**config.mk**
```make
export PLATFORM = sky130hd
export DESIGN_NAME = instr_encoder
export DESIGN_NICKNAME = d
export VERILOG_FILES = /design/src/rtl/instr_encoder_pkg.sv /design/src/rtl/instr_encoder_imm_range_check.sv /design/src/rtl/instr_encoder.sv
export SDC_FILE = /design/constraint.sdc
export NUM_CORES = 1
export LEC_CHECK = 0
export CAP_MARGIN = 20
export CORE_MARGIN = 3
export CORE_UTILIZATION = 45
export CTS_BUF_LIST = sky130_fd_sc_hd__clkbuf_4
export DETAILED_ROUTE_END_ITERATION = 10
export MAX_ROUTING_LAYER = met4
export PLACE_DENSITY = 0.78
export SLEW_MARGIN = 20
export SYNTH_ARGS = -nofsm -noshare
export SYNTH_HDL_FRONTEND = slang
export SYNTH_SLANG_ARGS = --single-unit
```
**constraint.sdc**
```tcl
create_clock -name clk -period 5.1 [get_ports clk]
set_input_delay 0.765 -clock clk [delete_from_list [all_inputs] [get_ports clk]]
set_output_delay 0.765 -clock clk [all_outputs]
set_load 0.01 [all_outputs]
```
**src/rtl/instr_encoder_pkg.sv**
```systemverilog
// Shared definitions for the RISC-V instruction encoder: opcodes, format codes, NOP word.
// The same opcode values are decoded by the core's immediate generator.
package instr_encoder_pkg;

    localparam logic [6:0] OPC_OP_IMM = 7'b0010011;
    localparam logic [6:0] OPC_LOAD   = 7'b0000011;
    localparam logic [6:0] OPC_JALR   = 7'b1100111;
    localparam logic [6:0] OPC_STORE  = 7'b0100011;
    localparam logic [6:0] OPC_BRANCH = 7'b1100011;
    localparam logic [6:0] OPC_LUI    = 7'b0110111;
    localparam logic [6:0] OPC_JAL    = 7'b1101111;
    localparam logic [6:0] OPC_OP     = 7'b0110011;

    localparam logic [31:0] NOP_INSTR = 32'h0000_0013;

    typedef enum logic [2:0] {
        FMT_R, FMT_I, FMT_ISH, FMT_S, FMT_B, FMT_U, FMT_J, FMT_BAD
    } fmt_e;

    // Shift-immediate forms reuse the I opcode but carry funct7 in the upper bits.
    function automatic fmt_e fmt_of(input logic [6:0] opcode, input logic [2:0] funct3);
        fmt_e f;
        case (opcode)
            OPC_OP_IMM:        f = (funct3 == 3'b001 || funct3 == 3'b101) ? FMT_ISH : FMT_I;
            OPC_LOAD, OPC_JALR: f = FMT_I;
            OPC_STORE:         f = FMT_S;
            OPC_BRANCH:        f = FMT_B;
            OPC_LUI:           f = FMT_U;
            OPC_JAL:           f = FMT_J;
            OPC_OP:            f = FMT_R;
            default:           f = FMT_BAD;
        endcase
        return f;
    endfunction

endpackage

```
**src/rtl/instr_encoder_imm_range_check.sv**
```systemverilog
// Combinational check that a full 32-bit immediate is representable in its format.
// Only instantiated when IMM_RANGE_CHECK_EN is defined.
module imm_range_check
    import instr_encoder_pkg::*;
(
    input  fmt_e        fmt,
    input  logic [31:0] imm,
    output logic        err
);

    logic i_fit_s;
    logic b_fit_s;
    logic j_fit_s;

    assign i_fit_s = (&imm[31:11]) | ~(|imm[31:11]);
    assign b_fit_s = (&imm[31:12]) | ~(|imm[31:12]);
    assign j_fit_s = (&imm[31:20]) | ~(|imm[31:20]);

    // Per-format range / alignment decision
    always_comb begin
        err = 1'b0;
        case (fmt)
            FMT_I, FMT_S: err = ~i_fit_s;
            FMT_ISH:      err = |imm[31:5];
            FMT_B:        err = ~b_fit_s | imm[0];
            FMT_J:        err = ~j_fit_s | imm[0];
            FMT_U:        err = |imm[11:0];
            default:      err = 1'b0;
        endcase
    end

endmodule

```
**src/rtl/instr_encoder.sv**
```systemverilog
// Two-stage elastic RISC-V instruction encoder with an auto-incrementing output address.
// Optional immediate range checking is enabled by defining IMM_RANGE_CHECK_EN.
module instr_encoder
    import instr_encoder_pkg::*;
#(
    parameter logic [31:0] ADDR_BASE = 32'h0000_0000,
    parameter int unsigned ADDR_STEP = 4
) (
    input  logic        clk,
    input  logic        reset,
    input  logic        in_valid,
    output logic        in_ready,
    input  logic [6:0]  in_opcode,
    input  logic [4:0]  in_rd,
    input  logic [4:0]  in_rs1,
    input  logic [4:0]  in_rs2,
    input  logic [2:0]  in_funct3,
    input  logic [6:0]  in_funct7,
    input  logic [31:0] in_imm,
    input  logic        addr_load,
    input  logic [31:0] addr_value,
    output logic        out_valid,
    input  logic        out_ready,
    output logic [31:0] out_instr,
    output logic [31:0] out_addr,
    output logic        out_err
);

    localparam logic [31:0] STEP = 32'(ADDR_STEP);

    fmt_e        fmt_s;
    logic        range_err_s;
    logic        s2_free_s;
    logic        s1_advance_s;
    logic        accept_s;
    logic [31:0] packed_s;

    logic        s1_valid_r;
    fmt_e        s1_fmt_r;
    logic        s1_err_r;
    logic [6:0]  s1_opcode_r;
    logic [4:0]  s1_rd_r;
    logic [4:0]  s1_rs1_r;
    logic [4:0]  s1_rs2_r;
    logic [2:0]  s1_funct3_r;
    logic [6:0]  s1_funct7_r;
    logic [31:0] s1_imm_r;

    assign fmt_s = fmt_of(in_opcode, in_funct3);

`ifdef IMM_RANGE_CHECK_EN
    imm_range_check u_range (
        .fmt (fmt_s),
        .imm (in_imm),
        .err (range_err_s)
    );
`else
    assign range_err_s = 1'b0;
`endif

    // Ready is forced low while reset is held so no bundle is taken during reset.
    assign s2_free_s    = ~out_valid | out_ready;
    assign s1_advance_s = s1_valid_r & s2_free_s;
    assign in_ready     = ~reset & (~s1_valid_r | s1_advance_s);
    assign accept_s     = in_valid & in_ready;

    // Stage 1: capture fields, format and error flag
    always_ff @(posedge clk or posedge reset) begin
        if (reset) begin
            s1_valid_r  <= 1'b0;
            s1_fmt_r    <= FMT_BAD;
            s1_err_r    <= 1'b0;
            s1_opcode_r <= 7'd0;
            s1_rd_r     <= 5'd0;
            s1_rs1_r    <= 5'd0;
            s1_rs2_r    <= 5'd0;
            s1_funct3_r <= 3'd0;
            s1_funct7_r <= 7'd0;
            s1_imm_r    <= 32'd0;
        end else if (accept_s) begin
            s1_valid_r  <= 1'b1;
            s1_fmt_r    <= fmt_s;
            s1_err_r    <= (fmt_s == FMT_BAD) | range_err_s;
            s1_opcode_r <= in_opcode;
            s1_rd_r     <= in_rd;
            s1_rs1_r    <= in_rs1;
            s1_rs2_r    <= in_rs2;
            s1_funct3_r <= in_funct3;
            s1_funct7_r <= in_funct7;
            s1_imm_r    <= in_imm;
        end else if (s1_advance_s) begin
            s1_valid_r  <= 1'b0;
        end
    end

    // Bit packing of the stage-1 fields into the instruction word
    always_comb begin
        packed_s = NOP_INSTR;
        case (s1_fmt_r)
            FMT_R:   packed_s = {s1_funct7_r, s1_rs2_r, s1_rs1_r, s1_funct3_r, s1_rd_r, s1_opcode_r};
            FMT_I:   packed_s = {s1_imm_r[11:0], s1_rs1_r, s1_funct3_r, s1_rd_r, s1_opcode_r};
            FMT_ISH: packed_s = {s1_funct7_r, s1_imm_r[4:0], s1_rs1_r, s1_funct3_r, s1_rd_r, s1_opcode_r};
            FMT_S:   packed_s = {s1_imm_r[11:5], s1_rs2_r, s1_rs1_r, s1_funct3_r, s1_imm_r[4:0], s1_opcode_r};
            FMT_B:   packed_s = {s1_imm_r[12], s1_imm_r[10:5], s1_rs2_r, s1_rs1_r, s1_funct3_r,
                                 s1_imm_r[4:1], s1_imm_r[11], s1_opcode_r};
            FMT_U:   packed_s = {s1_imm_r[31:12], s1_rd_r, s1_opcode_r};
            FMT_J:   packed_s = {s1_imm_r[20], s1_imm_r[10:1], s1_imm_r[11], s1_imm_r[19:12],
                                 s1_rd_r, s1_opcode_r};
            default: packed_s = NOP_INSTR;
        endcase
    end

    // Stage 2: output word register, held stable under backpressure
    always_ff @(posedge clk or posedge reset) begin
        if (reset) begin
            out_valid <= 1'b0;
            out_instr <= 32'd0;
            out_err   <= 1'b0;
        end else if (s1_advance_s) begin
            out_valid <= 1'b1;
            out_instr <= packed_s;
            out_err   <= s1_err_r;
        end else if (out_ready) begin
            out_valid <= 1'b0;
        end
    end

    // Output address counter; an explicit load takes priority over the step
    always_ff @(posedge clk or posedge reset) begin
        if (reset) begin
            out_addr <= ADDR_BASE;
        end else if (addr_load) begin
            out_addr <= addr_value;
        end else if (out_valid & out_ready) begin
            out_addr <= out_addr + STEP;
        end
    end

endmodule

```
==> flow_summary.json <==
{
  "ctsLongestPathBuffers": 2,
  "ys_ff_latch": 135,
  "syn-cell-area_um2": 6500,
  "die-area_um2": 15900,
  "path_max_fanout": 6,
  "p_leak_nw": 3.50,
  "cp-start-kind": "input port",
  "post_cts_buffers": 0,
  "max_freq_ghz": 0.323,
  "hp-class": "register to register",
  "routedWlPerCell_um": 17.9,
  "maxCapViolCount": 0,
  "avgSynthCellArea_um2": 10.7,
  "peakVddDrop_v": 0.000223,
  "ys.flop_type": "dfrtp_1",
  "cp.arrival_ns": 2.33,
  "globalplace.congestion": 0.876,
  "htree_levels": 4,
  "wl_mm": 17.0,
  "finClkSkew_ns": 0.0181,
  "final_core_util": 0.609,
  "dp.cells": 918,
  "layout-drive-gt1-share": 0.153,
  "worst_slack_ns": 2.01,
  "worstSkewPairLatency_ns": 0.57,
  "maxSlewHeadroom": 0.374,
  "fin_crit_sh": 0.607,
  "setup.worst_path.end_class": "primary output",
  "rsz0062_at_grt": "no",
  "period_needed_ns": 3.09,
  "instances_no_fill": 950,
  "slew_viol_final": 0,
  "clk_pin_slew_ns": 0.11,
  "drt_pass1_iterations": 5,
  "pre_cts_ws_ns": 1.70,
  "avgViaCountPerCell": 5.71,
  "drc_errors": 0,
  "ant_nets": 0,
  "synth_cell_types": 46,
  "die_w_um": 126,
  "synth_edf_count": 0,
  "nets": 859,
  "synthCells": 605,
  "syn_nets": 707,
  "vias": 5428,
  "grt_util_all_layers": 0.222,
  "diodes": 0,
  "yosys_warnings": 0,
  "status": "finished clean",
  "grt_max_degree": 96,
  "rows": 43,
  "crit_required_ns": 4.34,
  "clock-sinks": 135,
  "grt_overflow_total": 0,
  "grt_pass1_vias": 5486,
  "cts_root_buf": "clkbuf_4",
  "dp_hpwl_mm": 11.8,
  "ioPinCount": 168,
  "hold_viol": 0,
  "hold_buffers": 0,
  "cts_tree": "built",
  "cts_buffers": 17,
  "worst_slew_pin_slew_ns": 0.940,
  "antenna_found_initial": 0,
  "die_h_um": 126,
  "p_per_area_nw_per_um2": 330,
  "initial_core_util": 0.464,
  "crit_type": "input port to primary output",
  "tns_ns": 0,
  "yosysSeqAreaShare": 0.521,
  "finalSetupViolations": 0,
  "fin_hold_ws_ns": 0.483,
  "drt_iter0_markers": 427,
  "postSynth.asyncResetShare": 1.00,
  "grt_first_pass_wirelength_mm": 27.6,
  "cts_resized": 0,
  "syn_to_final_growth_pct": 31.2,
  "io_buffers": 167,
  "coreArea_um2": 14000
}
-- cells in the mapped netlist, drive strengths merged (9+ instances only) --
cell type	instances	area share
a211oi	16	0.018
a21oi	30	0.023
a22o	12	0.016
buf	14	0.011
clkbuf	22	0.014
dfrtp	132	0.51
mux2	68	0.12
mux2i	11	0.017
nand2	70	0.040
nand3	20	0.016
nand4	10	0.011
nor2	20	0.012
nor2b	25	0.024
o21ai	52	0.041
xnor2	9	0.012
xor2	20	0.027
-- where the power goes --
group	internal, mW	total, mW	switching [mW]	leakage (nW)
clock	0.291	0.690	0.399	0.153
combinational	0.417	0.703	0.286	1.72
sequential	1.25	1.42	0.164	1.63
total	1.96	2.81	0.849	3.50
-- placed cells by master (no fill, tap or decap), types with 5 or more instances in the layout --
| master | synthesis | routed |
|---|---|---|
| mux2_2 | 68 | 68 |
| nand2b_1 | 8 | 8 |
| and3_1 | 5 | 5 |
| nand2_1 | 70 | 69 |
| a221oi_1 | 8 | 8 |
| o21ai_0 | 51 | 51 |
| clkbuf_4 | 0 | 18 |
| a22oi_1 | 6 | 6 |
| nor2b_1 | 25 | 25 |
| clkdlybuf4s50_1 | 0 | 166 |
| nand3_1 | 19 | 19 |
| clkinv_2 | 0 | 6 |
| xnor2_1 | 9 | 9 |
| a31oi_1 | 6 | 6 |
| dfrtp_1 | 132 | 132 |
| nand4_1 | 9 | 9 |
| nor2_1 | 20 | 20 |
| mux2i_1 | 11 | 11 |
| a21oi_1 | 30 | 29 |
| a211oi_1 | 16 | 16 |
| xor2_1 | 20 | 20 |
| a22o_1 | 12 | 12 |
| a21o_1 | 5 | 5 |
-- per-layer routing --
metal  routed length, um  share of wire  track usage  vias to the layer above
met4                 197          0.012       0.0644                        0
met1                6930           0.41        0.269                     2679
met2                8530           0.50        0.363                      247
met5                   0              0            -                        -
met3                1390          0.082       0.0632                       27
li1                    -              -            -                     2475
-- cell type report --
cell class                 instances  area (um2)
tap                              180         225
sequential                       135        3380
clock buffer                      18         135
timing repair buffer             171        1700
fill                            1154        5470
clock inverter                    14         136
multi-input combinational        428        2930
inverter                           4        20.0
-- metrics by stage --
step	total power, mW	instance area [um2]
after floorplan	1.76	6500
after global placement	2.11	8240
after detailed placement	2.14	8240
after CTS	2.83	8510
after global routing	2.95	8520
final	2.81	8520
-- registers in the layout (all words and copies together) (netlist names), 5 cells and up --
signal,cells
out_addr,32
out_instr,32
s1_funct7_r,7
s1_imm_r,32
s1_opcode_r,7
s1_rd_r,5
s1_rs1_r,5
s1_rs2_r,5
-- critical path, cell delays in order --
cell and delay [ns]:
clkdlybuf4s50_1 0.58, nor2b_1 0.09, a21oi_1 0.29, clkdlybuf4s50_1 0.60
-- worst paths after layout --
| path | start | end | slack, ns | cells past startpoint |
|---|---|---|---|---|
| min in group asynchronous | reset | out_instr[3] | 0.78 | 2 |
| setup / recovery | out_ready | in_ready | 2.01 | 4 |
| max in group asynchronous | reset | s1_fmt_r[2] | 3.22 | 3 |
| hold reg to reg | s1_err_r | out_err | 0.48 | 2 |
| setup reg to reg | s1_fmt_r[2] | out_instr[8] | 2.72 | 6 |
| hold / removal | s1_err_r | out_err | 0.48 | 2 |
-- kinds of logic (layout without fill, tap and decap cells) --
group / count (synthesis) / in the layout / synth area share
AND/OR/NAND/NOR: 177 / 177 / 0.137
XOR/XNOR: 29 / 29 / 0.0391
adder cells (fa/ha/maj): 1 / 1 / 0.00193
multiplexers: 79 / 79 / 0.135
buffers and inverters: 42 / 207 / 0.0304
flip-flops: 135 / 135 / 0.521
AO/OA/AOI/OAI: 142 / 142 / 0.137
Note: power is estimated with default switching activity, not from simulation.
